File: src/rtl/serial_subtractor_if.sv
// Handshake and operand/result bundle for the bit-serial subtractor.
// The master drives operands and start. The slave returns status and the result.
interface serial_subtractor_if #(
  parameter int WIDTH = 8
);
  logic             start;
  logic [WIDTH-1:0] a;
  logic [WIDTH-1:0] b;
  logic             bin;
  logic             busy;
  logic             done;
  logic [WIDTH-1:0] diff;
  logic             borrow_out;

  modport master (output start, a, b, bin, input  busy, done, diff, borrow_out);
  modport slave  (input  start, a, b, bin, output busy, done, diff, borrow_out);
endinterface

File: src/rtl/serial_subtractor.sv
// Bit-serial unsigned subtractor: diff = a - b - bin, one bit per clock, LSB first.
// A single full_subtractor cell is reused each cycle, with its borrow registered between bits.
module full_subtractor (
  input  logic a,
  input  logic b,
  input  logic c,
  output logic difference,
  output logic borrow
);
  assign difference = a ^ b ^ c;
  assign borrow     = (~a & b) | (~(a ^ b) & c);
endmodule

module serial_subtractor #(
  parameter int WIDTH = 8
) (
  input  logic                 clk,
  input  logic                 rst,
  serial_subtractor_if.slave   bus
);
  localparam int CW = $clog2(WIDTH);
  localparam logic [CW-1:0] LAST = CW'(WIDTH - 1);

  typedef enum logic [1:0] {S_IDLE, S_BUSY, S_DONE} state_t;

  state_t           state_q, state_d;
  logic [WIDTH-1:0] a_sh_q, a_sh_d;
  logic [WIDTH-1:0] b_sh_q, b_sh_d;
  logic [WIDTH-1:0] res_sh_q, res_sh_d;
  logic [WIDTH-1:0] diff_q, diff_d;
  logic             brw_q, brw_d;
  logic             bout_q, bout_d;
  logic [CW-1:0]    cnt_q, cnt_d;
  logic             cell_d, cell_b;

  full_subtractor u_cell (
    .a          (a_sh_q[0]),
    .b          (b_sh_q[0]),
    .c          (brw_q),
    .difference (cell_d),
    .borrow     (cell_b)
  );

  always_comb begin
    state_d  = state_q;
    a_sh_d   = a_sh_q;
    b_sh_d   = b_sh_q;
    res_sh_d = res_sh_q;
    diff_d   = diff_q;
    brw_d    = brw_q;
    bout_d   = bout_q;
    cnt_d    = cnt_q;
    case (state_q)
      S_IDLE: begin
        if (bus.start) begin
          a_sh_d   = bus.a;
          b_sh_d   = bus.b;
          brw_d    = bus.bin;
          cnt_d    = '0;
          res_sh_d = '0;
          state_d  = S_BUSY;
        end
      end
      S_BUSY: begin
        res_sh_d = {cell_d, res_sh_q[WIDTH-1:1]};
        brw_d    = cell_b;
        a_sh_d   = a_sh_q >> 1;
        b_sh_d   = b_sh_q >> 1;
        cnt_d    = cnt_q + 1'b1;
        // The last bit step publishes the assembled result and the final borrow together.
        if (cnt_q == LAST) begin
          diff_d  = {cell_d, res_sh_q[WIDTH-1:1]};
          bout_d  = cell_b;
          state_d = S_DONE;
        end
      end
      S_DONE:  state_d = S_IDLE;
      default: state_d = S_IDLE;
    endcase
  end

  always_ff @(posedge clk) begin
    if (rst) begin
      state_q  <= S_IDLE;
      a_sh_q   <= '0;
      b_sh_q   <= '0;
      res_sh_q <= '0;
      diff_q   <= '0;
      brw_q    <= 1'b0;
      bout_q   <= 1'b0;
      cnt_q    <= '0;
    end else begin
      state_q  <= state_d;
      a_sh_q   <= a_sh_d;
      b_sh_q   <= b_sh_d;
      res_sh_q <= res_sh_d;
      diff_q   <= diff_d;
      brw_q    <= brw_d;
      bout_q   <= bout_d;
      cnt_q    <= cnt_d;
    end
  end

  assign bus.busy       = (state_q == S_BUSY);
  assign bus.done       = (state_q == S_DONE);
  assign bus.diff       = diff_q;
  assign bus.borrow_out = bout_q;
endmodule

File: src/flat_wrapper.sv
// flat-port wrapper written by rule: the top's interface ports become plain ports
module serial_subtractor_flat 
#(
  parameter int WIDTH = 8
)
  (clk, rst, bus_start, bus_a, bus_b, bus_bin, bus_busy, bus_done, bus_diff, bus_borrow_out);
  serial_subtractor_if #(.WIDTH(WIDTH)) bus_i ();
  input  logic clk;
  input  logic rst;
  input wire logic [$bits(bus_i.start)-1:0] bus_start;
  input wire logic [$bits(bus_i.a)-1:0] bus_a;
  input wire logic [$bits(bus_i.b)-1:0] bus_b;
  input wire logic [$bits(bus_i.bin)-1:0] bus_bin;
  output wire logic [$bits(bus_i.busy)-1:0] bus_busy;
  output wire logic [$bits(bus_i.done)-1:0] bus_done;
  output wire logic [$bits(bus_i.diff)-1:0] bus_diff;
  output wire logic [$bits(bus_i.borrow_out)-1:0] bus_borrow_out;
  assign bus_i.start = bus_start;
  assign bus_i.a = bus_a;
  assign bus_i.b = bus_b;
  assign bus_i.bin = bus_bin;
  assign bus_busy = bus_i.busy;
  assign bus_done = bus_i.done;
  assign bus_diff = bus_i.diff;
  assign bus_borrow_out = bus_i.borrow_out;
  serial_subtractor #(.WIDTH(WIDTH)) u_core (.clk(clk), .rst(rst), .bus(bus_i));
endmodule
File: config.mk
export PLATFORM = sky130hd
export DESIGN_NAME = serial_subtractor_flat
export DESIGN_NICKNAME = d
export VERILOG_FILES = /design/src/rtl/serial_subtractor_if.sv /design/src/rtl/serial_subtractor.sv /design/src/flat_wrapper.sv
export SDC_FILE = /design/constraint.sdc
export NUM_CORES = 1
export LEC_CHECK = 0
export CAP_MARGIN = 20
export CORE_ASPECT_RATIO = 1.25
export CORE_MARGIN = 1.5
export CORE_UTILIZATION = 51
export DETAILED_ROUTE_END_ITERATION = 10
export GPL_TIMING_DRIVEN = 0
export HOLD_SLACK_MARGIN = 0.03
export PLACE_DENSITY = 0.78
export SLEW_MARGIN = 20
export SYNTH_ARGS = -nofsm -noshare
export SYNTH_HDL_FRONTEND = slang
export SYNTH_SLANG_ARGS = --single-unit
File: constraint.sdc
create_clock -name clk -period 1.6 [get_ports clk]
set_input_delay 0.4 -clock clk [delete_from_list [all_inputs] [get_ports clk]]
set_output_delay 0.4 -clock clk [all_outputs]
set_load 0.05 [all_outputs]
==> impl_metrics.env, run 1 <==
export IMPL_postSynthCellCount=168
export IMPL_fin_util_pct=68.1
export IMPL_pre_antenna_drt_iters=4
export IMPL_worst_ep_required_time_ns=1.20
export IMPL_numCtsBuffers=5
export IMPL_drt_wl_total_mm=3.58
export IMPL_timing_final_crit_share_pct=98.2
export IMPL_max_slew_worst_pin_slew_ns=0.702
export IMPL_drt_drc_violations_left=0
export IMPL_grt_antenna_before_repair=0
export IMPL_route_detailed_vias_per_inst=5.39
export IMPL_groute_usage_overall_pct=22.3
export IMPL_final_hold_violation_count=0
export IMPL_finalMaxSlewViolations=0
export IMPL_fin_ws_ns=0.0294
export IMPL_worst_setup_path_category="reg2out"
export IMPL_synthesis_yosys_warnings=0
export IMPL_mostFrequentLayoutCell="dfxtp_1"
export IMPL_leakagePower_nw=0.869
export IMPL_die_height_um=67.2
export IMPL_period_minus_slack_ns=1.57
export IMPL_setup_tns_final_ns=0
export IMPL_synth_compound_gate_area_share_pct=18.5
export IMPL_clock_tree_from_tritoncts="built"
export IMPL_grt_start_max_net_pins=13
export IMPL_crit_path_max_fanout=2
export IMPL_max_slew_margin_rel_pct=53.2
export IMPL_fp_coreArea_um2=3170
export IMPL_final_setup_skew_ns=0.00833
export IMPL_ys_seq_elements=38
export IMPL_setup_violations=0
export IMPL_grt_met3_usage_pct=5.97
export IMPL_total_chip_power_mw=2.00
export IMPL_share_of_post_route_cells_with_drive_strength_above_1_pct=23.2
export IMPL_synth_fp_nets=191
export IMPL_post_placement_setup_slack_ns=-0.482
export IMPL_routedWlPerCell_um=14.7
export IMPL_placement_cell_area_um2=2020
export IMPL_overflow=0
export IMPL_ctsRootBufferMaster="clkbuf_8"
export IMPL_first_global_vias=1309
export IMPL_die_width_um=54.4
export IMPL_synthToLayoutAreaGrowth_pct=27.9
export IMPL_slowest_delay_ns=0.54
export IMPL_synth_xor_area_share_pct=0
export IMPL_cp_buffers_inverters=1
export IMPL_vdd_ir_drop_worst_v=0.000634
export IMPL_worst_path_dominant_cell_family="buffers and inverters"
export IMPL_clock_tree_buffer_depth=2
export IMPL_num_fill_cells=258
export IMPL_critical_path_arrival_ns=1.17
export IMPL_placementRows=23
export IMPL_fin_cells=244
export IMPL_groute_layer_met1_usage_pct=23.8
export IMPL_synthAdderAreaFrac_pct=2.67
export IMPL_most_common_layout_cells="dfxtp_1, nor2_1, clkdlybuf4s50_1"
export IMPL_skew_pair_late_insertion_delay_ns=0.30
export IMPL_n_antenna_cell=0
export IMPL_grt_most_used_layer="met2"
export IMPL_largest_family_of_logic_cells_by_synthesized_area="compound AO/OA/AOI/OAI gates"
export IMPL_port_buffer_count=29
export IMPL_rsz0062_at_grt="false"
export IMPL_path_cells="dlygate4sd2_1"
export IMPL_synth_yosys_seq_area_share_pct=45.2
export IMPL_final_design_area_no_fill_um2=2150
export IMPL_hpwlAfterDp_mm=2.57
export IMPL_p_per_area_nw_per_um2=930
export IMPL_dpl_cell_count=234
export IMPL_grt_pass1_wl_mm=5.76
export IMPL_path_clk_slew_ns=0.07
export IMPL_clock_sink_count=38
export IMPL_cp_start_kind="flop"
export IMPL_fmaxAchievable_mhz=637
export IMPL_outcome="finished, final reports clean"
export IMPL_nNetsFinal=229
export IMPL_setup_worst_path_end_class="primary output"
export IMPL_drt_first_iter_violations=37
export IMPL_finalWeightedCongestion=0.765
export IMPL_detailroute_via_count=1314
export IMPL_floorplan_io_pins=31
export IMPL_synth_mux_area_share_pct=8.32
export IMPL_synth_distinct_cells=27
export IMPL_holdBufCountCts=0
export IMPL_synth_area_um2=1680
export IMPL_antenna_violating_nets_post_route=0
export IMPL_grtUsageMet2_pct=39.6
export IMPL_worst_path_max_delay_cell="dlygate4sd2_1"
export IMPL_full_die_area_um2=3660
export IMPL_initial_utilization_pct=53.2
export IMPL_h_tree_depth=2
export IMPL_timing_max_cap_violations=0
export IMPL_finalHoldWorstSlack_ns=0.438
export IMPL_syn_area_per_cell_um2=10.0
export IMPL_hold_class="in2reg"
export IMPL_synthSimpleGateAreaFrac_pct=18.0
flip-flops by register name, indices dropped and copies added, names as in the netlist:
name / cells
u_core.state_q: 2
u_core.cnt_q: 3
u_core.b_sh_q: 8
u_core.bus.diff: 8
u_core.a_sh_q: 8
u_core.bus.borrow_out: 1
u_core.brw_q: 1
u_core.res_sh_q: 7
power by group:
group | switching, mW | internal [mW]
sequential | 0.0323 | 0.988
combinational | 0.150 | 0.151
clock | 0.338 | 0.346
total | 0.519 | 1.49
routing by layer:
metal | vias up | wire, um
li1 | 663 | -
met1 | 621 | 1540
met2 | 24 | 1830
met3 | 6 | 147
met4 | 0 | 65
met5 | - | 0
path summary, 6_finish.rpt:
path                                         start                    end  slack, ns  depth (start not counted)
worst min-delay path                           rst       u_core.a_sh_q[1]       0.44                          2
worst max-delay path            u_core.bus.diff[1]            bus_diff[1]       0.03                          1
worst max register to register     u_core.cnt_q[0]  u_core.bus.borrow_out       0.15                          5
worst min register to register  u_core.bus.diff[4]     u_core.bus.diff[4]       0.46                          2
repair_timing:
item	CTS	global route
setup endpoints to repair	20	8
setup buffers	1	4
gates resized for setup	33	8
synth_stat cells:
| library cell | n | area share [%] |
|---|---|---|
| dfxtp_1 | 38 | 45 |
| nor2_1 | 27 | 6.0 |
| mux2i_1 | 14 | 8.3 |
| a211oi_2 | 13 | 9.7 |
| a21oi_1 | 10 | 3.0 |
| a22oi_1 | 9 | 4.0 |
| nand2_1 | 8 | 1.8 |
| nand3_1 | 8 | 2.4 |
| nor2_2 | 7 | 2.6 |
| buf_6 | 4 | 2.7 |
| clkbuf_1 | 4 | 0.89 |
| inv_1 | 4 | 0.89 |
| nor4_1 | 3 | 1.1 |
| and2b_1 | 2 | 0.89 |
| buf_12 | 2 | 2.4 |
| ha_1 | 2 | 1.5 |
| nand3b_1 | 2 | 0.89 |
| o21ai_0 | 2 | 0.59 |
| buf_2 | 1 | 0.30 |
| fa_1 | 1 | 1.2 |
| inv_2 | 1 | 0.22 |
| nand2b_4 | 1 | 0.82 |
| nand3b_2 | 1 | 0.67 |
| nor3_1 | 1 | 0.30 |
| o21ba_1 | 1 | 0.59 |
| o21bai_2 | 1 | 0.67 |
| or3b_2 | 1 | 0.52 |
kinds of logic after synthesis:
family / after synthesis
AO/OA/AOI/OAI: 36
adder cells (fa/ha/maj): 3
buffers and inverters: 16
flip-flops: 38
multiplexers: 14
AND/OR/NAND/NOR: 61
final cells by class:
type	instances	area (um^2)	share of cell area [%]
clock inverters	2	12.5	0.581
clock buffers	6	82.6	3.83
plain buffers	8	78.8	3.66
flip-flops and latches	38	768	35.7
well taps	37	46.3	2.15
multi-input cells	114	811	37.6
inverters	5	26.3	1.22
repair buffers	34	329	15.3
Power figures use the tool's default switching activity.
==> inputs of run 2 (changes only) <==
--- a/config.mk
+++ b/config.mk
@@ -13,6 +13,7 @@
 export GPL_TIMING_DRIVEN = 0
 export HOLD_SLACK_MARGIN = 0.03
 export PLACE_DENSITY = 0.78
+export SKIP_LAST_GASP = 1
 export SLEW_MARGIN = 20
 export SYNTH_ARGS = -nofsm -noshare
 export SYNTH_HDL_FRONTEND = slang
==> impl_metrics.env, run 2 (same netlist as run 1, synthesis figures left out) <==
export IMPL_initial_utilization_pct=53.2
export IMPL_regToRegSetupSlack_ns=0.16
export IMPL_detailroute_via_count=1294
export IMPL_rr_worst_depth=5
export IMPL_timing_final_crit_share_pct=98.1
export IMPL_numCtsBuffers=5
export IMPL_finalWeightedCongestion=0.765
export IMPL_hold_class="in2reg"
export IMPL_leakagePower_nw=0.857
export IMPL_fin_util_pct=67.5
export IMPL_detailroute_wirelength_met3_um=160
export IMPL_total_chip_power_mw=2.00
export IMPL_clock_tree_from_tritoncts="built"
export IMPL_route_detailed_vias_per_inst=5.35
export IMPL_regToRegEndpoint="u_core.bus.borrow_out"
export IMPL_floorplan_io_pins=31
export IMPL_die_height_um=67.2
export IMPL_final_hold_violation_count=0
export IMPL_full_die_area_um2=3660
export IMPL_max_slew_margin_rel_pct=53.6
export IMPL_setup_worst_path_end_class="primary output"
export IMPL_first_global_vias=1307
export IMPL_setup_violations=0
export IMPL_path_cells="dlygate4sd2_1"
export IMPL_finalMaxSlewViolations=0
export IMPL_timing_critical_path_depth=1
export IMPL_worst_ep_required_time_ns=1.20
export IMPL_pre_antenna_drt_iters=4
export IMPL_clock_tree_buffer_depth=2
export IMPL_multiInputGateArea_um2=811
export IMPL_ff_latch_area_um2=768
export IMPL_cp_buffers_inverters=1
export IMPL_vdd_ir_drop_worst_v=0.000635
export IMPL_antenna_violating_nets_post_route=0
export IMPL_slowest_delay_ns=0.54
export IMPL_share_of_post_route_cells_with_drive_strength_above_1_pct=22.4
export IMPL_dpl_cell_count=234
export IMPL_drt_first_iter_violations=30
export IMPL_groute_usage_overall_pct=22.5
export IMPL_grt_antenna_before_repair=0
export IMPL_worst_path_dominant_cell_family="buffers and inverters"
export IMPL_fin_cells=242
export IMPL_critPathLaunch="u_core.bus.diff[1]"
export IMPL_grt_start_max_net_pins=13
export IMPL_fmaxAchievable_mhz=637
export IMPL_rsz0062_at_grt="true"
export IMPL_synthToLayoutAreaGrowth_pct=26.9
export IMPL_worst_path_max_delay_cell="dlygate4sd2_1"
export IMPL_skew_pair_late_insertion_delay_ns=0.29
export IMPL_overflow=0
export IMPL_h_tree_depth=2
export IMPL_grt_pass1_wl_mm=5.80
export IMPL_n_antenna_cell=0
export IMPL_final_setup_skew_ns=0.00727
export IMPL_ctsRootBufferMaster="clkbuf_8"
export IMPL_routedWlPerCell_um=14.4
export IMPL_hpwlAfterDp_mm=2.57
export IMPL_clock_sink_count=38
export IMPL_finalHoldWorstSlack_ns=0.443
export IMPL_placementRows=23
export IMPL_crit_path_max_fanout=2
export IMPL_num_fill_cells=258
export IMPL_most_common_layout_cells="dfxtp_1, nor2_1, clkdlybuf4s50_1"
export IMPL_dr_max_layer_used="met4"
export IMPL_setup_tns_final_ns=0
export IMPL_max_slew_worst_pin_slew_ns=0.696
export IMPL_nNetsFinal=227
export IMPL_drt_met1_wl_mm=1.44
export IMPL_mostFrequentLayoutCell="dfxtp_1"
export IMPL_port_buffer_count=29
export IMPL_p_per_area_nw_per_um2=934
export IMPL_drt_wl_total_mm=3.49
export IMPL_path_clk_slew_ns=0.07
export IMPL_timing_max_cap_violations=0
export IMPL_setup_worst_path_end="bus_diff[1]"
export IMPL_fp_coreArea_um2=3170
export IMPL_worst_r2r_startpoint="u_core.cnt_q[0]"
export IMPL_cp_start_kind="flop"
export IMPL_critical_path_arrival_ns=1.17
export IMPL_die_width_um=54.4
export IMPL_period_minus_slack_ns=1.57
export IMPL_outcome="finished, final reports clean"
export IMPL_wl_met2_mm=1.82
export IMPL_drt_drc_violations_left=0
export IMPL_worst_setup_path_category="reg2out"
run 2: worst min-delay path by stage:
stage                             from                 end  slack, ns  cells after the start
floorplan           u_core.res_sh_q[1]  u_core.bus.diff[0]       0.44                      2
global placement    u_core.bus.diff[3]  u_core.bus.diff[3]       0.45                      2
detailed placement  u_core.bus.diff[4]  u_core.bus.diff[4]       0.45                      2
CTS                                rst    u_core.a_sh_q[2]       0.43                      2
global route                       rst    u_core.a_sh_q[2]       0.44                      2
finish                             rst    u_core.a_sh_q[2]       0.44                      2
run 2: layout make-up:
| type | instances | area share (%) |
|---|---|---|
| flip-flops and latches | 38 | 35.9 |
| clock inverters | 2 | 0.585 |
| well taps | 37 | 2.17 |
| inverters | 5 | 1.11 |
| repair buffers | 32 | 14.7 |
| multi-input cells | 114 | 37.9 |
| plain buffers | 8 | 3.69 |
| clock buffers | 6 | 3.86 |
run 2: power breakdown:
part | internal, mW | switching (mW) | total (mW)
logic | 0.148 | 0.146 | 0.295
clock network | 0.346 | 0.335 | 0.681
registers | 0.988 | 0.0319 | 1.02
run 2: per-stage QoR:
stage	worst slack [ns]	area, um^2
6_report	0.0297	2140
5_1_grt	0.00311	2140
4_1_cts	-0.268	2100
3_5_place_dp	-0.482	2020
3_3_place_gp	-0.450	2020
2_1_floorplan	0.100	1680
run 2: repair_timing:
item / 4_1_cts / 5_1_grt
setup buffers: 1 / 2
hold buffers: 0 / 0
gates cloned: 0 / 0
setup endpoints to repair: 20 / 8
resized for setup: 26 / 14
run 2: per-layer routing:
layer / global-route usage [%] / up-vias
li1: - / 658
met1: 23.5 / 600
met2: 40.5 / 30
met3: 5.97 / 6
met4: 10.3 / 0
met5: 0 / -
==> inputs of run 3 (changes only) <==
--- a/config.mk
+++ b/config.mk
@@ -7,7 +7,7 @@
 export LEC_CHECK = 0
 export CAP_MARGIN = 20
 export CORE_ASPECT_RATIO = 1.25
-export CORE_MARGIN = 1.5
+export CORE_MARGIN = 2
 export CORE_UTILIZATION = 51
 export DETAILED_ROUTE_END_ITERATION = 10
 export GPL_TIMING_DRIVEN = 0
==> impl_metrics.env, run 3 (same netlist as run 1, synthesis figures left out) <==
export IMPL_outcome="finished, final reports clean"
export IMPL_cp_buffers_inverters=1
export IMPL_ff_latch_area_um2=768
export IMPL_hold_class="in2reg"
export IMPL_nNetsFinal=227
export IMPL_critPathLaunch="u_core.bus.diff[7]"
export IMPL_worst_path_max_delay_cell="dlygate4sd2_1"
export IMPL_port_buffer_count=29
export IMPL_drt_wl_total_mm=3.72
export IMPL_routedWlPerCell_um=15.4
export IMPL_synthToLayoutAreaGrowth_pct=26.9
export IMPL_detailroute_via_count=1330
export IMPL_period_minus_slack_ns=1.57
export IMPL_multiInputGateArea_um2=811
export IMPL_drt_drc_violations_left=0
export IMPL_hpwlAfterDp_mm=2.70
export IMPL_die_width_um=55.4
export IMPL_timing_final_crit_share_pct=98.0
export IMPL_initial_utilization_pct=52.7
export IMPL_switching_power_uw=524
export IMPL_floorplan_io_pins=31
export IMPL_antenna_violating_nets_post_route=0
export IMPL_placement_cell_area_um2=2020
export IMPL_setup_violations=0
export IMPL_internal_power_mw=1.48
export IMPL_path_cells="dlygate4sd2_1"
export IMPL_clock_sink_count=38
export IMPL_final_hold_violation_count=0
export IMPL_path_clk_slew_ns=0.08
export IMPL_dpl_cell_count=234
export IMPL_p_per_area_nw_per_um2=939
export IMPL_finalMaxSlewViolations=0
export IMPL_setup_tns_final_ns=0
export IMPL_grt_antenna_before_repair=0
export IMPL_skew_pair_late_insertion_delay_ns=0.30
export IMPL_worst_path_dominant_cell_family="buffers and inverters"
export IMPL_pre_antenna_drt_iters=4
export IMPL_rsz0062_at_grt="false"
export IMPL_worst_setup_path_category="reg2out"
export IMPL_cp_start_kind="flop"
export IMPL_clock_tree_buffer_depth=2
export IMPL_holdBufCountCts=0
export IMPL_groute_usage_overall_pct=21.9
export IMPL_setup_worst_path_end_class="primary output"
export IMPL_leakagePower_nw=0.857
export IMPL_fp_coreArea_um2=3190
export IMPL_overflow=0
export IMPL_n_antenna_cell=0
export IMPL_total_chip_power_mw=2.01
export IMPL_slowest_delay_ns=0.53
export IMPL_fin_cells=242
export IMPL_worst_ep_required_time_ns=1.20
export IMPL_crit_path_max_fanout=2
export IMPL_fin_ws_ns=0.0319
export IMPL_finalWeightedCongestion=0.771
export IMPL_first_global_vias=1396
export IMPL_switching_share_pct=26.1
export IMPL_placementRows=23
export IMPL_share_of_post_route_cells_with_drive_strength_above_1_pct=22.4
export IMPL_mostFrequentLayoutCell="dfxtp_1"
export IMPL_ctsRootBufferMaster="clkbuf_8"
export IMPL_post_placement_setup_slack_ns=-0.467
export IMPL_max_slew_worst_pin_slew_ns=0.676
export IMPL_most_common_layout_cells="dfxtp_1, nor2_1, clkdlybuf4s50_1"
export IMPL_num_fill_cells=274
export IMPL_worstHoldStart="rst"
export IMPL_clock_tree_from_tritoncts="built"
export IMPL_critical_path_arrival_ns=1.17
export IMPL_relative_contribution_of_combinational_cells_to_total_power_pct=14.8
export IMPL_final_design_area_no_fill_um2=2140
export IMPL_vdd_ir_drop_worst_v=0.000869
export IMPL_route_detailed_vias_per_inst=5.50
export IMPL_grt_pass1_wl_mm=6.23
export IMPL_full_die_area_um2=3780
export IMPL_drt_first_iter_violations=39
export IMPL_fin_util_pct=66.9
export IMPL_worst_r2r_startpoint="u_core.cnt_q[0]"
export IMPL_power_frac_clock_pct=34.3
export IMPL_finalHoldWorstSlack_ns=0.452
export IMPL_grt_start_max_net_pins=13
export IMPL_timing_max_cap_violations=0
export IMPL_die_height_um=68.2
export IMPL_final_setup_skew_ns=0.00672
export IMPL_seq_power_share_pct=50.9
export IMPL_h_tree_depth=2
export IMPL_fmaxAchievable_mhz=638
export IMPL_max_slew_margin_rel_pct=54.9
export IMPL_numCtsBuffers=5
-- run 3: cell counts in the layout (fill, tap and decap cells not counted) --
No cell type changed its count.
-- run 3: layout make-up --
class,instances,area share (%)
multi-input cells,114,37.9
flip-flops and latches,38,35.9
repair buffers,32,14.7
clock buffers,6,3.86
plain buffers,8,3.69
well taps,37,2.17
inverters,5,1.11
clock inverters,2,0.585
-- run 3: final timing paths --
path,depth (start not counted),slack (ns),endpoint
setup reg to reg,5,0.21,u_core.bus.borrow_out
hold reg to reg,2,0.46,u_core.bus.diff[2]
hold / removal,2,0.45,u_core.a_sh_q[0]
setup / recovery,1,0.03,bus_diff[7]
-- run 3: power by group through the flow --
stage | sequential, mW | clock, mW | combinational [mW]
finish | 1.02 | 0.688 | 0.298
global route | 1.03 | 0.752 | 0.324
CTS | 1.02 | 0.706 | 0.291
detailed placement | 1.04 | 0 | 0.296
global placement | 1.04 | 0 | 0.283
floorplan | 1.03 | 0 | 0.206
-- run 3: timing repair --
action                                  in CTS  in global routing
buffers inserted                             1                  2
gates resized for setup                     24                 16
hold endpoints to repair                     0                  0
endpoints found under the setup margin      20                 16
-- run 3: per-layer routing --
layer,track usage [%],part of all wire [%],wire length [um],vias up
met1,22.4,40,1470,630
met4,13.4,2.7,99,0
met5,0,0,0,-
li1,-,-,-,658
met3,6.99,5.2,193,9
met2,39.4,52,1950,33
